===== config.mk =====
export PLATFORM = sky130hd
export DESIGN_NAME = lenet_result_argmax
export DESIGN_NICKNAME = d
export VERILOG_FILES = /design/src/rtl/lenet_result_argmax.sv
export SDC_FILE = /design/constraint.sdc
export NUM_CORES = 1
export LEC_CHECK = 0
export ABC_AREA = 1
export CORE_AREA = 3 3 81 83
export CTS_CLUSTER_DIAMETER = 60
export CTS_CLUSTER_SIZE = 25
export DETAILED_ROUTE_END_ITERATION = 12
export DIE_AREA = 0 0 84 86
export MAX_ROUTING_LAYER = met4
export SYNTH_ARGS = -nofsm -noshare
export SYNTH_HDL_FRONTEND = slang
export SYNTH_SLANG_ARGS = --single-unit
export TNS_END_PERCENT = 5

===== constraint.sdc =====
create_clock -name clk -period 2.15 [get_ports clk]
set_input_delay 0.43 -clock clk [delete_from_list [all_inputs] [get_ports clk]]
set_output_delay 0.43 -clock clk [all_outputs]
set_load 0.01 [all_outputs]

===== src/rtl/lenet_result_argmax.sv =====
// Per-set running signed argmax over SRAM F score writes, published per frame on fc2_done.
// Optional winning-score outputs are enabled with `define ARGMAX_SCORE_OUT_EN.
module lenet_result_argmax #(
   parameter int DATA_WIDTH = 8,
   parameter int NUM_CLASS  = 10,
   parameter int IDX_WIDTH  = 4
) (
   input  logic                  clk,
   input  logic                  srst,
   input  logic                  sram_write_enable_f,
   input  logic [3:0]            sram_bytemask_f,
   input  logic [1:0]            sram_waddr_f,
   input  logic [DATA_WIDTH-1:0] sram_wdata_f,
   input  logic [DATA_WIDTH-1:0] sram_wdata_f_1,
   input  logic                  fc2_done,
   output logic                  result_valid,
   input  logic                  result_ready,
   output logic [IDX_WIDTH-1:0]  result_class0,
   output logic [IDX_WIDTH-1:0]  result_class1,
   output logic                  result_incomplete,
   output logic                  overflow
`ifdef ARGMAX_SCORE_OUT_EN
   ,
   output logic [DATA_WIDTH-1:0] result_score0,
   output logic [DATA_WIDTH-1:0] result_score1
`endif
);

   localparam logic [0:0] EMPTY = 1'b0;
   localparam logic [0:0] FULL  = 1'b1;
   localparam logic [4:0] NUM_CLASS_W = 5'(NUM_CLASS);

   logic [0:0]            state;
   logic                  fresh, fresh_nx;
   logic [3:0]            wcnt, wcnt_nx;
   logic [DATA_WIDTH-1:0] max0, max0_nx, max1, max1_nx;
   logic [IDX_WIDTH-1:0]  arg0, arg0_nx, arg1, arg1_nx;
   logic [1:0]            lane;
   logic                  lane_ok;
   logic [3:0]            idx_raw;
   logic [IDX_WIDTH-1:0]  wr_idx;
   logic                  wr_acc;
   logic                  capture;

   // Lowest cleared mask bit selects the lane.
   always_comb begin
      lane    = 2'd0;
      lane_ok = 1'b0;
      for (int i = 3; i >= 0; i--) begin
         if (!sram_bytemask_f[i]) begin
            lane    = 2'(i);
            lane_ok = 1'b1;
         end
      end
   end

   assign idx_raw = {sram_waddr_f, lane};
   assign wr_idx  = IDX_WIDTH'(idx_raw);
   assign wr_acc  = sram_write_enable_f && lane_ok && ({1'b0, idx_raw} < NUM_CLASS_W);

   // Strict greater-than keeps the earlier class on ties.
   always_comb begin
      max0_nx  = max0;
      arg0_nx  = arg0;
      max1_nx  = max1;
      arg1_nx  = arg1;
      fresh_nx = fresh;
      wcnt_nx  = wcnt;
      if (wr_acc) begin
         fresh_nx = 1'b0;
         if (fresh || ($signed(sram_wdata_f) > $signed(max0))) begin
            max0_nx = sram_wdata_f;
            arg0_nx = wr_idx;
         end
         if (fresh || ($signed(sram_wdata_f_1) > $signed(max1))) begin
            max1_nx = sram_wdata_f_1;
            arg1_nx = wr_idx;
         end
         if (wcnt != 4'hF) wcnt_nx = wcnt + 4'd1;
      end
   end

   assign capture      = fc2_done && ((state == EMPTY) || result_ready);
   assign result_valid = (state == FULL);

   always_ff @(posedge clk) begin
      if (srst) begin
         state             <= EMPTY;
         fresh             <= 1'b1;
         wcnt              <= 4'd0;
         max0              <= '0;
         max1              <= '0;
         arg0              <= '0;
         arg1              <= '0;
         result_class0     <= '0;
         result_class1     <= '0;
         result_incomplete <= 1'b0;
         overflow          <= 1'b0;
      end else begin
         max0 <= max0_nx;
         max1 <= max1_nx;
         arg0 <= arg0_nx;
         arg1 <= arg1_nx;
         // Every frame end restarts the running state, whether captured or dropped.
         if (fc2_done) begin
            fresh <= 1'b1;
            wcnt  <= 4'd0;
         end else begin
            fresh <= fresh_nx;
            wcnt  <= wcnt_nx;
         end
         if (capture) begin
            state             <= FULL;
            result_class0     <= fresh_nx ? '0 : arg0_nx;
            result_class1     <= fresh_nx ? '0 : arg1_nx;
            result_incomplete <= ({1'b0, wcnt_nx} < NUM_CLASS_W);
         end else if (fc2_done) begin
            overflow <= 1'b1;
         end else if ((state == FULL) && result_ready) begin
            state <= EMPTY;
         end
      end
   end

`ifdef ARGMAX_SCORE_OUT_EN
   always_ff @(posedge clk) begin
      if (srst) begin
         result_score0 <= '0;
         result_score1 <= '0;
      end else if (capture) begin
         result_score0 <= fresh_nx ? '0 : max0_nx;
         result_score1 <= fresh_nx ? '0 : max1_nx;
      end
   end
`endif

endmodule

# Yosys cells after proc, flatten, opt, wreduce, memory -nomap -nowiden
# Index checks and enable logic that the tools add are counted.
[word_totals]
memories = 0
latch_bits = 0
regBits = 40
mem_bits_ro = 0
in_bits = 27
ramBits = 0
word_cells = 53
out_inout_bits = 11
[classes]
n_div = 0
n_lt_le_gt_ge = 4
n_mux = 20
mul = 0
addsub = 1
shift = 0
n_bitwise = 2
n_reduce_logical = 13
eq_ne = 2
[op_table]
columns = ["cell", "count"]
rows = [
  ["4-bit two-way mux", 8],
  ["8-bit > comparator", 2],
  ["4-bit < comparator, second input constant", 2],
  ["1-bit two-way mux", 8],
  ["2-bit two-way mux", 4],
  ["2-bit AND reduction", 4],
  ["4-bit by 1-bit adder with 4-bit output, second input constant", 1],
  ["1-bit logical AND", 4],
  ["4-bit inequality test, second input constant", 1],
  ["1-bit logical OR", 3],
  ["2-bit by 1-bit inequality test with 1-bit output, second input constant", 1],
  ["1-bit inverter", 2],
  ["2-bit nonzero test", 1],
  ["2-bit OR reduction", 1],
]

# Logic depth before layout (Yosys ltp)
[logic_depth]
ltp_word = 8
mapped_depth = 17
mapped_depth_nobuf = 16

# Worst setup path before layout
# No wires, ideal clock.
[synth_path]
path_kind = "input-to-reg"
startpoint = "input sram_wdata_f_1[5]"
endpoint = "register result_class1[1]"
t_arrival_ns = 1.617
path_slack_ns = 0.418
required_ns = 2.036
n_path_buf = 1
stages = 12
setup_time_ns = 0.114
path_cell_list = "ha_1 -> a21oi_2 -> nor2_1 -> nor2_2 -> nand3_1 -> nand3_2 -> nand2_4 -> nand2_4 -> buf_6 -> nand2_2 -> nand4_1 -> nand2_1"
[synth_between]
elab_chain_len = 5
[synth_rtl]
columns = ["item", "line_no", "rtl"]
rows = [
  ["from (decl)", "14", "input logic [DATA_WIDTH-1:0] sram_wdata_f_1,"],
  ["8-bit > comparator", "75", "if (fresh || ($signed(sram_wdata_f_1) > $signed(max1))) begin"],
  ["1-bit logical OR", "75", ""],
  ["4-bit two-way mux", "75", ""],
  ["4-bit two-way mux", "69", "if (wr_acc) begin"],
  ["4-bit two-way mux", "115", "result_class1 <= fresh_nx ? '0 : arg1_nx;"],
  ["to (signal assigned)", "115", ""],
  ["to (decl)", "19", "output logic [IDX_WIDTH-1:0] result_class1,"],
]
# No other way between the ends.
# A chain may end at the register's enable or synchronous reset.

# Worst setup path after layout
[layout_path]
startpoint = "input sram_wdata_f[5]"
endpoint = "register result_class0[1]"
[layout_between]
elab_chain_len = 5
[layout_rtl]
columns = ["item", "line_no", "rtl"]
rows = [
  ["from (decl)", "13", "input logic [DATA_WIDTH-1:0] sram_wdata_f,"],
  ["8-bit > comparator", "71", "if (fresh || ($signed(sram_wdata_f) > $signed(max0))) begin"],
  ["1-bit logical OR", "71", ""],
  ["4-bit two-way mux", "71", ""],
  ["4-bit two-way mux", "69", ""],
  ["4-bit two-way mux", "114", "result_class0 <= fresh_nx ? '0 : arg0_nx;"],
  ["to (signal assigned)", "114", ""],
  ["to (decl)", "18", "output logic [IDX_WIDTH-1:0] result_class0,"],
]
# No other way between the ends.

==> reports/summary.txt <==
Post-synth EDFFs -> 0
Fin util -> 45.3%
Synth Area in XOR/XNOR -> 0.425%
Height of the die -> 86 µm
DIE WIDTH -> 84 µm
Num CTS Buffers -> 5
HP Class -> flip-flop to flip-flop
Antenna-violating nets left -> 0
Core area -> 5920 µm²
Mux contribution to synthesized area -> 0.486%
Post-route DRC -> 0
I/O Buffers -> 37
Seq pwr share -> 47.2%
CP max FO -> 5
Routed vias/inst -> 4.59
Final min period -> 2.02 ns
Row Count -> 28
H-tree Lvls -> 2
Root Buffer -> clkbuf_8
CTS Buffer Depth -> 2
Cells after Synth -> 279
Fin cells -> 404
Clock network fraction of total power -> 30.0%
Synth Area in Compound Gates -> 12.0%
Post-CTS Resized -> 0
Type of origin of the critical path -> input pin
Final net count -> 372
Area Growth Syn to Fin -> 30.1%
Clk_lat worst skew -> 0.28 ns
Period Utilization, post-route -> 94.1%
Vias -> 1855
Die area -> 7220 µm²
Leakage -> 1.26 nW
Main combinational cell family by area after synthesis -> simple AND/OR/NAND/NOR gates
Clock sink total -> 40
Data arrival, critical path -> 2.21 ns
Reg clk slew, reported paths -> 0.08 ns
Share of cells above drive strength 1 -> 11.9%
Hold buffer count at CTS -> 0
Placer congestion estimate -> 0.743
Pins Over Slew Limit -> 0
Ys async rst share -> 0%
Initial antenna violation count -> 0
Register cell area after layout -> 801 µm²
DR iter-0 viols -> 98
Final Hold Fails -> 0
DP Wirelength -> 3280 µm
#FFs+latches synth -> 40
Yosys cell types -> 27
Drt pass-1 iters -> 5
Power Density -> 640 nW/µm²
Achievable frequency -> 494 MHz
Wire per inst -> 10.7 µm
Syn nets -> 323
Combinational share of power -> 22.8%
Final setup fails -> 0
Worst Tran Pin Value -> 0.394 ns
Layout Skew -> 0.00381 ns
RSZ-0062 raised after global routing -> true
Post-synthesis adder-cell area fraction -> 10.3%
Placed insts -> 396
Max VDD drop -> 0.000345 V
Vias in the first global route -> 1774
Post-Route WL -> 4320 µm
Hold Path Cell Cnt -> 2
Register area share after synthesis -> 38.9%
Synthesized-area fraction occupied by and/or/nand/nor cells -> 26.7%
Cell area after synthesis -> 2060 µm²
Filler cells -> 610
GR Layer Usage met3 -> 3.36%
Max-Cap Viols -> 0
Met2 global-route usage -> 22.5%
Met1 Resource Use GR -> 15.9%
Gr busiest metal -> met2
Crit end category -> flip-flop
Outcome -> complete, no violations
Avg Cell Area, Syn -> 7.39 µm²
Postcts setup bufs -> 0
Ys Warns -> 0
Cell taking the most area after synthesis -> dfxtp_1
Top cells by count, synth -> nand2_1, inv_1, dfxtp_1
Share of the synthesized area in the top cell type -> 38.9%
Rel. slew slack -> 73.7%
WP data required -> 2.33 ns
Initial core utilization -> 34.8%
Sw frac -> 28.3%
Multi-input logic area -> 1040 µm²
Total Routing Usage GR -> 13.2%
Top post-synthesis cells by area -> dfxtp_1, ha_1, nand2_1
First-pass GRT wire length -> 7710 µm
Primary FF master, synth -> dfxtp_1
IO Count -> 38
Count leader, synth -> nand2_1
Sw power -> 485 µW
CTS tree -> yes
P_int -> 1.23 mW
N_diodes -> 0
Largest net degree at the start of global routing -> 35
Gr ovfl total -> 0
R2r worst-path depth -> 13
Crit Path Category -> input pin to flip-flop
area by class of cell:
type / count / share of cell area [%]
tap: 75 / 3.50
clock inverter: 2 / 0.373
timing repair buffer: 50 / 17.5
multi-input combinational: 182 / 38.9
sequential: 40 / 29.9
inverter: 49 / 6.86
clock buffer: 6 / 3.08
registers in the layout (all words and copies together), names as in the netlist:
signal             flops
arg0                   4
arg1                   4
fresh                  1
max0                   8
max1                   8
overflow               1
result_class0          4
result_class1          4
result_incomplete      1
result_valid           1
wcnt                   4
path summary, 6_finish.rpt:
| kind | end | slack [ns] | startpoint |
|---|---|---|---|
| setup / recovery | result_class0[1]$_SDFFE_PP0P_ | 0.13 | sram_wdata_f[5] |
| hold / removal | max1[2]$_SDFFE_PP0P_ | 0.46 | max1[2]$_SDFFE_PP0P_ |
| setup reg to reg | result_class0[1]$_SDFFE_PP0P_ | 0.39 | max0[5]$_SDFFE_PP0P_ |
| hold reg to reg | max1[2]$_SDFFE_PP0P_ | 0.46 | max1[2]$_SDFFE_PP0P_ |
critical path, stage by stage:
cell and delay, ns:
clkdlybuf4s50_1 0.43, ha_1 0.33, a21oi_2 0.14, nor2_1 0.06, nor2_2 0.09, nand2_1 0.06, nand2_1 0.06, nand3_2 0.08
nand2_4 0.12, buf_4 0.12, nand3_1 0.09, nand4_1 0.13, nand2_1 0.05
metal layers:
metal | vias to the layer above | routed length, µm
li1 | 999 | -
met1 | 836 | 2050
met4 | 0 | 23
met5 | - | 0
met3 | 2 | 119
met2 | 18 | 2130
kinds of logic (layout without fill, tap and decap cells):
family                   Yosys count  after routing
AO/OA/AOI/OAI                     47             47
XOR/XNOR                           1              1
adder cells (fa/ha/maj)           17             17
buffers and inverters             57            107
flip-flops                        40             40
multiplexers                       1              1
AND/OR/NAND/NOR                  116            116
through the flow:
step | TNS [ns] | hold WS, ns | total power, mW | setup slack, ns | cell area [µm²]
after floorplan | 0 | 0.433 | 1.07 | 0.418 | 2060
after global placement | -3.24 | 0.443 | 1.21 | -0.172 | 2580
after detailed placement | -3.95 | 0.451 | 1.22 | -0.178 | 2580
after CTS | 0 | 0.463 | 1.74 | 0.114 | 2670
after global routing | -0.0288 | 0.490 | 1.83 | -0.0135 | 2680
final | 0 | 0.457 | 1.72 | 0.126 | 2680
cells in the final DEF, fill, tap and decap left out, types with 2 or more instances in the layout:
cell type	n
a21oi_1	21
a21oi_2	3
and3_1	2
buf_4	13
clkbuf_8	6
clkdlybuf4s50_1	37
clkinv_2	2
dfxtp_1	40
ha_1	17
inv_1	45
inv_2	3
nand2_1	49
nand2_2	4
nand2_4	3
nand3_1	21
nand3_2	2
nand4_1	10
nor2_1	21
nor2_2	2
o21ai_0	9
o21ai_1	12
power groups by stage:
stage | registers, mW | clock network [mW] | logic (mW)
6_report | 0.810 | 0.515 | 0.392
5_1_grt | 0.816 | 0.563 | 0.449
4_1_cts | 0.810 | 0.537 | 0.390
3_5_place_dp | 0.828 | 0 | 0.387
3_3_place_gp | 0.827 | 0 | 0.382
2_1_floorplan | 0.829 | 0 | 0.241
No activity file was read; power rests on OpenSTA's default activity.
